--- src/rtl/factor_search.sv ---
// factor_search: trial-division factoriser. Finds the smallest divisor i2 >= 2
// of `a` (with i2*i2 <= a) and its cofactor i1 = a / i2, testing each candidate
// with a WIDTH-cycle restoring divider.
module factor_search #(
  parameter int unsigned WIDTH = 10
) (
  input  logic             clk,
  input  logic             rst_n,
  input  logic             start,
  input  logic [WIDTH-1:0] a,
  output logic             busy,
  output logic             done,
  output logic             found,
  output logic [WIDTH-1:0] i1,
  output logic [WIDTH-1:0] i2
);

  localparam int unsigned CntW = $clog2(WIDTH + 1);

  typedef enum logic [1:0] {StIdle, StCheck, StDiv, StDone} state_e;

  state_e            state_q, state_d;
  logic [WIDTH-1:0]  a_q, a_d;
  logic [WIDTH-1:0]  cand_q, cand_d;
  logic [WIDTH-1:0]  quo_q, quo_d;
  logic [WIDTH-1:0]  rem_q, rem_d;
  logic [CntW-1:0]   cnt_q, cnt_d;
  logic              busy_q, busy_d;
  logic              done_q, done_d;
  logic              found_q, found_d;
  logic [WIDTH-1:0]  i1_q, i1_d;
  logic [WIDTH-1:0]  i2_q, i2_d;

  // Divider datapath and square test, evaluated every cycle.
  logic [2*WIDTH-1:0] square;
  logic [2*WIDTH-1:0] a_ext;
  logic [WIDTH:0]     rem_sh;
  logic [WIDTH:0]     rem_nx;
  logic [WIDTH-1:0]   quo_nx;

  // One restoring-division step plus the full-width cand*cand compare.
  always_comb begin
    square = {{WIDTH{1'b0}}, cand_q} * {{WIDTH{1'b0}}, cand_q};
    a_ext  = {{WIDTH{1'b0}}, a_q};
    // rem stays below cand, so one extra bit holds the shifted value.
    rem_sh = {rem_q, quo_q[WIDTH-1]};
    quo_nx = {quo_q[WIDTH-2:0], 1'b0};
    rem_nx = rem_sh;
    if (rem_sh >= {1'b0, cand_q}) begin
      rem_nx    = rem_sh - {1'b0, cand_q};
      quo_nx[0] = 1'b1;
    end
  end

  // Next-state and output-register logic for the search FSM.
  always_comb begin
    state_d = state_q;
    a_d     = a_q;
    cand_d  = cand_q;
    quo_d   = quo_q;
    rem_d   = rem_q;
    cnt_d   = cnt_q;
    busy_d  = busy_q;
    done_d  = 1'b0;
    found_d = found_q;
    i1_d    = i1_q;
    i2_d    = i2_q;
    unique case (state_q)
      StIdle: begin
        if (start) begin
          a_d     = a;
          cand_d  = WIDTH'(2);
          found_d = 1'b0;
          i1_d    = '0;
          i2_d    = '0;
          busy_d  = 1'b1;
          state_d = StCheck;
        end
      end
      StCheck: begin
        if (square > a_ext) begin
          found_d = 1'b0;
          state_d = StDone;
        end else begin
          quo_d   = a_q;
          rem_d   = '0;
          cnt_d   = CntW'(WIDTH);
          state_d = StDiv;
        end
      end
      StDiv: begin
        quo_d = quo_nx;
        rem_d = rem_nx[WIDTH-1:0];
        cnt_d = cnt_q - CntW'(1);
        if (cnt_q == CntW'(1)) begin
          if (rem_nx == '0) begin
            found_d = 1'b1;
            i1_d    = quo_nx;
            i2_d    = cand_q;
            state_d = StDone;
          end else begin
            cand_d  = cand_q + WIDTH'(1);
            state_d = StCheck;
          end
        end
      end
      StDone: begin
        // done and busy are registered, so they change on the exit edge.
        done_d  = 1'b1;
        busy_d  = 1'b0;
        state_d = StIdle;
      end
      default: state_d = StIdle;
    endcase
  end

  // State and datapath registers with asynchronous active-low reset.
  always_ff @(posedge clk or negedge rst_n) begin
    if (!rst_n) begin
      state_q <= StIdle;
      a_q     <= '0;
      cand_q  <= '0;
      quo_q   <= '0;
      rem_q   <= '0;
      cnt_q   <= '0;
      busy_q  <= 1'b0;
      done_q  <= 1'b0;
      found_q <= 1'b0;
      i1_q    <= '0;
      i2_q    <= '0;
    end else begin
      state_q <= state_d;
      a_q     <= a_d;
      cand_q  <= cand_d;
      quo_q   <= quo_d;
      rem_q   <= rem_d;
      cnt_q   <= cnt_d;
      busy_q  <= busy_d;
      done_q  <= done_d;
      found_q <= found_d;
      i1_q    <= i1_d;
      i2_q    <= i2_d;
    end
  end

  assign busy  = busy_q;
  assign done  = done_q;
  assign found = found_q;
  assign i1    = i1_q;
  assign i2    = i2_q;

endmodule

--- config.mk ---
export PLATFORM = sky130hd
export DESIGN_NAME = factor_search
export DESIGN_NICKNAME = d
export VERILOG_FILES = /design/src/rtl/factor_search.sv
export SDC_FILE = /design/constraint.sdc
export NUM_CORES = 1
export LEC_CHECK = 0
export CAP_MARGIN = 20
export CORE_UTILIZATION = 45
export DETAILED_ROUTE_END_ITERATION = 16
export PLACE_DENSITY_LB_ADDON = 0.08
export SLEW_MARGIN = 20
export SYNTH_ARGS = -nofsm -noshare
export SYNTH_HDL_FRONTEND = slang
export SYNTH_SLANG_ARGS = --single-unit
--- constraint.sdc ---
create_clock -name clk -period 6.6 [get_ports clk]
set_input_delay 1.32 -clock clk [delete_from_list [all_inputs] [get_ports clk]]
set_output_delay 1.32 -clock clk [all_outputs]
set_load 0.02 [all_outputs]
==> impl_metrics.toml <==
[synth]
synth_top_family_by_area = "adder cells"
post_synth_mux_area_share_pct = 2.25
netlist_top_cells_count = "99 x inv_1, 79 x nand2_1, 72 x ha_1"
synth_area_um2 = 6780
ys_types = 76
yosysTopAreaCell = "dfrtp_1"
syn_nets = 890
synth-seq-area-share_pct = 25.5
synth_ff_type = "dfrtp_1"
yosys.area.top_type_share_pct = 25.5
synth_edf_count = 0
synth.area.top_cells = "dfrtp_1 25%, fa_1 14%, ha_1 13%, inv_1 5.5%, nand2_1 4.4%"
synth_async_sr_flop_share_pct = 100
synth-compound-area-share_pct = 18.5
synthSimpleGateAreaFrac_pct = 15.9
netlist_instances = 757
synth-adder-area-share_pct = 27.5
synth_xor_area_share_pct = 2.71
yosys_register_bits = 69
yosysMostFrequentCell = "inv_1"
yosysWarnings = 0
post_synth.cell_area_avg_um2 = 8.96

[drt]
drc = 0
met2_length_mm = 8.44
ant_nets = 0
dr_wl_met3_um = 531
dr.pass1.iters = 5
wirelength_mm = 17.5
wl_per_cell_um = 17.3
vias = 5748
viasPerCell = 5.67
top_layer = "met4"
drt-met1-wl_mm = 8.34
drt_iter0_drc = 401

[clock_tree]
numCtsBuffers = 9
cts_tree = "yes"
postCtsHoldBufs = 0
htreeDepth = 3
cts_sinks = 69
cts.clk_slew.worst_paths_ns = 0.06
cts_root_buf = "clkbuf_16"
clock_latency_ns = 0.33
clockBufferDepth = 2

[final_layout]
antenna_cells = 0
fin_util_pct = 55.5
nNetsFinal = 958
design_area_um2 = 8090
drive_above_1_share_pct = 14.9
syn_to_final_growth_pct = 19.3
final_cells = 1014

[sta]
fin_crit_ns = 6.35
skew_ns = 0.00958
max-slew-margin-rel_pct = 37.3
fmaxAchievable_mhz = 157
hold_violations = 0
worst_pin_slew_ns = 0.940
setup_viol = 0
fin_ws_ns = 0.246
final.period_utilization_pct = 96.3
slew_violations = 0

[power_and_ir_drop]
p_leak_nw = 4.01
power-per-cell-area_nw_per_um2 = 328
ir_drop_v = 0.000156
finalPower_mw = 2.65

[hold_path]
worstHoldPathType = "flop to flop"

[setup_path]
cp-start-kind = "flop"
cp_max_fo = 10
end_kind = "flop"
critPathKind = "flop to flop"
crit_chain = "inv_2, nor2_4, fa_1, fa_1, ha_4, fa_1, inv_1, fa_1, inv_1, ha_4, nand3_1, o221a_2, a21oi_2, xor2_1, ha_1, a2111oi_4, o21ai_1, o22ai_1, o211ai_1, or4b_4, or4_4, buf_8, o221ai_1"
cp.required_ns = 6.84
crit_top_cell = "fa_1"
max_stage_delay_ns = 0.59
cp_slowest_cell = "fa_1"
crit_family = "adder cells"
critPathArrivalTime_ns = 6.59
crit_buf_inv = 4

[floorplan]
die_area_um2 = 15600
pin_count = 36
num_rows = 44
fp.coreArea_um2 = 14600
start_util_pct = 46.5
die_w_um = 125
fp.dieH_um = 125

[placement]
gp_congestion = 0.910
dp.cells = 991
dp_hpwl_mm = 13.9
dpl_cell_area_um2 = 7550
io_buffers = 35
dp_slack_ns = -0.00324

[global_route]
grt_first_pass_wirelength_mm = 28.4
antenna_found_initial = 0
grt_max_degree = 70
grt_pass1_vias = 5521
grt.overflow.total = 0
track_usage_pct = 22.8

[status]
outcome = "finished, final reports clean"

[run]
maxCapViolCount = 0
-- power by group --
| part | internal [mW] | leakage (nW) | switching (mW) |
|---|---|---|---|
| Combinational | 0.601 | 2.96 | 0.900 |
| Sequential | 0.547 | 0.894 | 0.0958 |
| Clock | 0.317 | 0.157 | 0.193 |
-- registers in the layout, indices dropped and copies added, names as in the netlist --
name and flops:
a_q 10, cand_q 10, i1 10, i2 10, quo_q 10, rem_q 10, cnt_q 4, state_q 2
busy 1, done 1, found 1
-- cell usage in the layout, fill, tap and decap left out, drive strengths merged, types with 4 or more instances in the layout --
cell type / Yosys / layout
inv: 102 / 106
nand2: 79 / 79
ha: 72 / 72
dfrtp: 69 / 69
nor2: 61 / 61
buf: 5 / 50
fa: 48 / 48
o21ai: 40 / 40
clkdlybuf4s50: 0 / 34
a21oi: 25 / 25
a22o: 19 / 19
mux2i: 13 / 13
xnor2: 13 / 13
o21a: 12 / 12
nand3: 11 / 11
and3: 11 / 11
clkbuf: 22 / 11
o221ai: 11 / 11
nor2b: 10 / 10
o22ai: 10 / 10
nor3: 9 / 9
a21o: 9 / 9
xor2: 8 / 8
a211oi: 7 / 7
nand4: 7 / 7
nor4: 6 / 6
o31ai: 5 / 5
o31a: 4 / 4
or2: 4 / 4
and4: 4 / 4
o211ai: 4 / 4
or3: 4 / 4
-- path summary, 6_finish.rpt --
kind	start	to	slack (ns)	cells past startpoint
worst max-delay path	cand_q[2]	quo_q[9]	0.25	23
worst max register to register	cand_q[2]	quo_q[9]	0.25	23
worst min-delay path	i1[4]	i1[4]	0.50	1
worst min register to register	i1[4]	i1[4]	0.50	1
min in group asynchronous	rst_n	a_q[2]	1.19	2
max in group asynchronous	rst_n	cand_q[7]	4.77	2
-- layer usage --
metal  up-vias  global-route usage, %
met5         -                      0
met4         0                   5.46
met3        18                   2.45
met2       114                   37.3
met1      2851                   32.1
li1       2765                      -
-- what timing repair did --
| action | in CTS | in global routing |
|---|---|---|
| setup endpoints to repair | 2 | 26 |
| gates resized for setup | 1 | 41 |
| pin swaps | 0 | 13 |
| setup buffers | 0 | 7 |
-- logic make-up (layout without fill, tap and decap cells) --
group / after synthesis / in the layout
fa+ha+maj: 120 / 120
simple gates: 223 / 223
mux: 15 / 15
xor+xnor: 21 / 21
compound gates: 177 / 177
buf+inv: 132 / 205
flops: 69 / 69
-- cell type report --
cell class / instances / area, um2
Clock buffer: 11 / 253
Clock inverter: 5 / 65.1
Fill cell: 1305 / 6500
Inverter: 105 / 394
Multi-Input combinational cell: 556 / 4690
Sequential cell: 69 / 1730
Tap cell: 184 / 230
Timing Repair Buffer: 84 / 724
-- through the flow --
step,hold slack [ns],TNS (ns)
detailed placement,0.493,-0.00447
finish,0.500,0
global route,0.516,-0.126
floorplan,0.478,0
global placement,0.486,0
CTS,0.506,0
No activity file was read; power rests on OpenSTA's default activity.
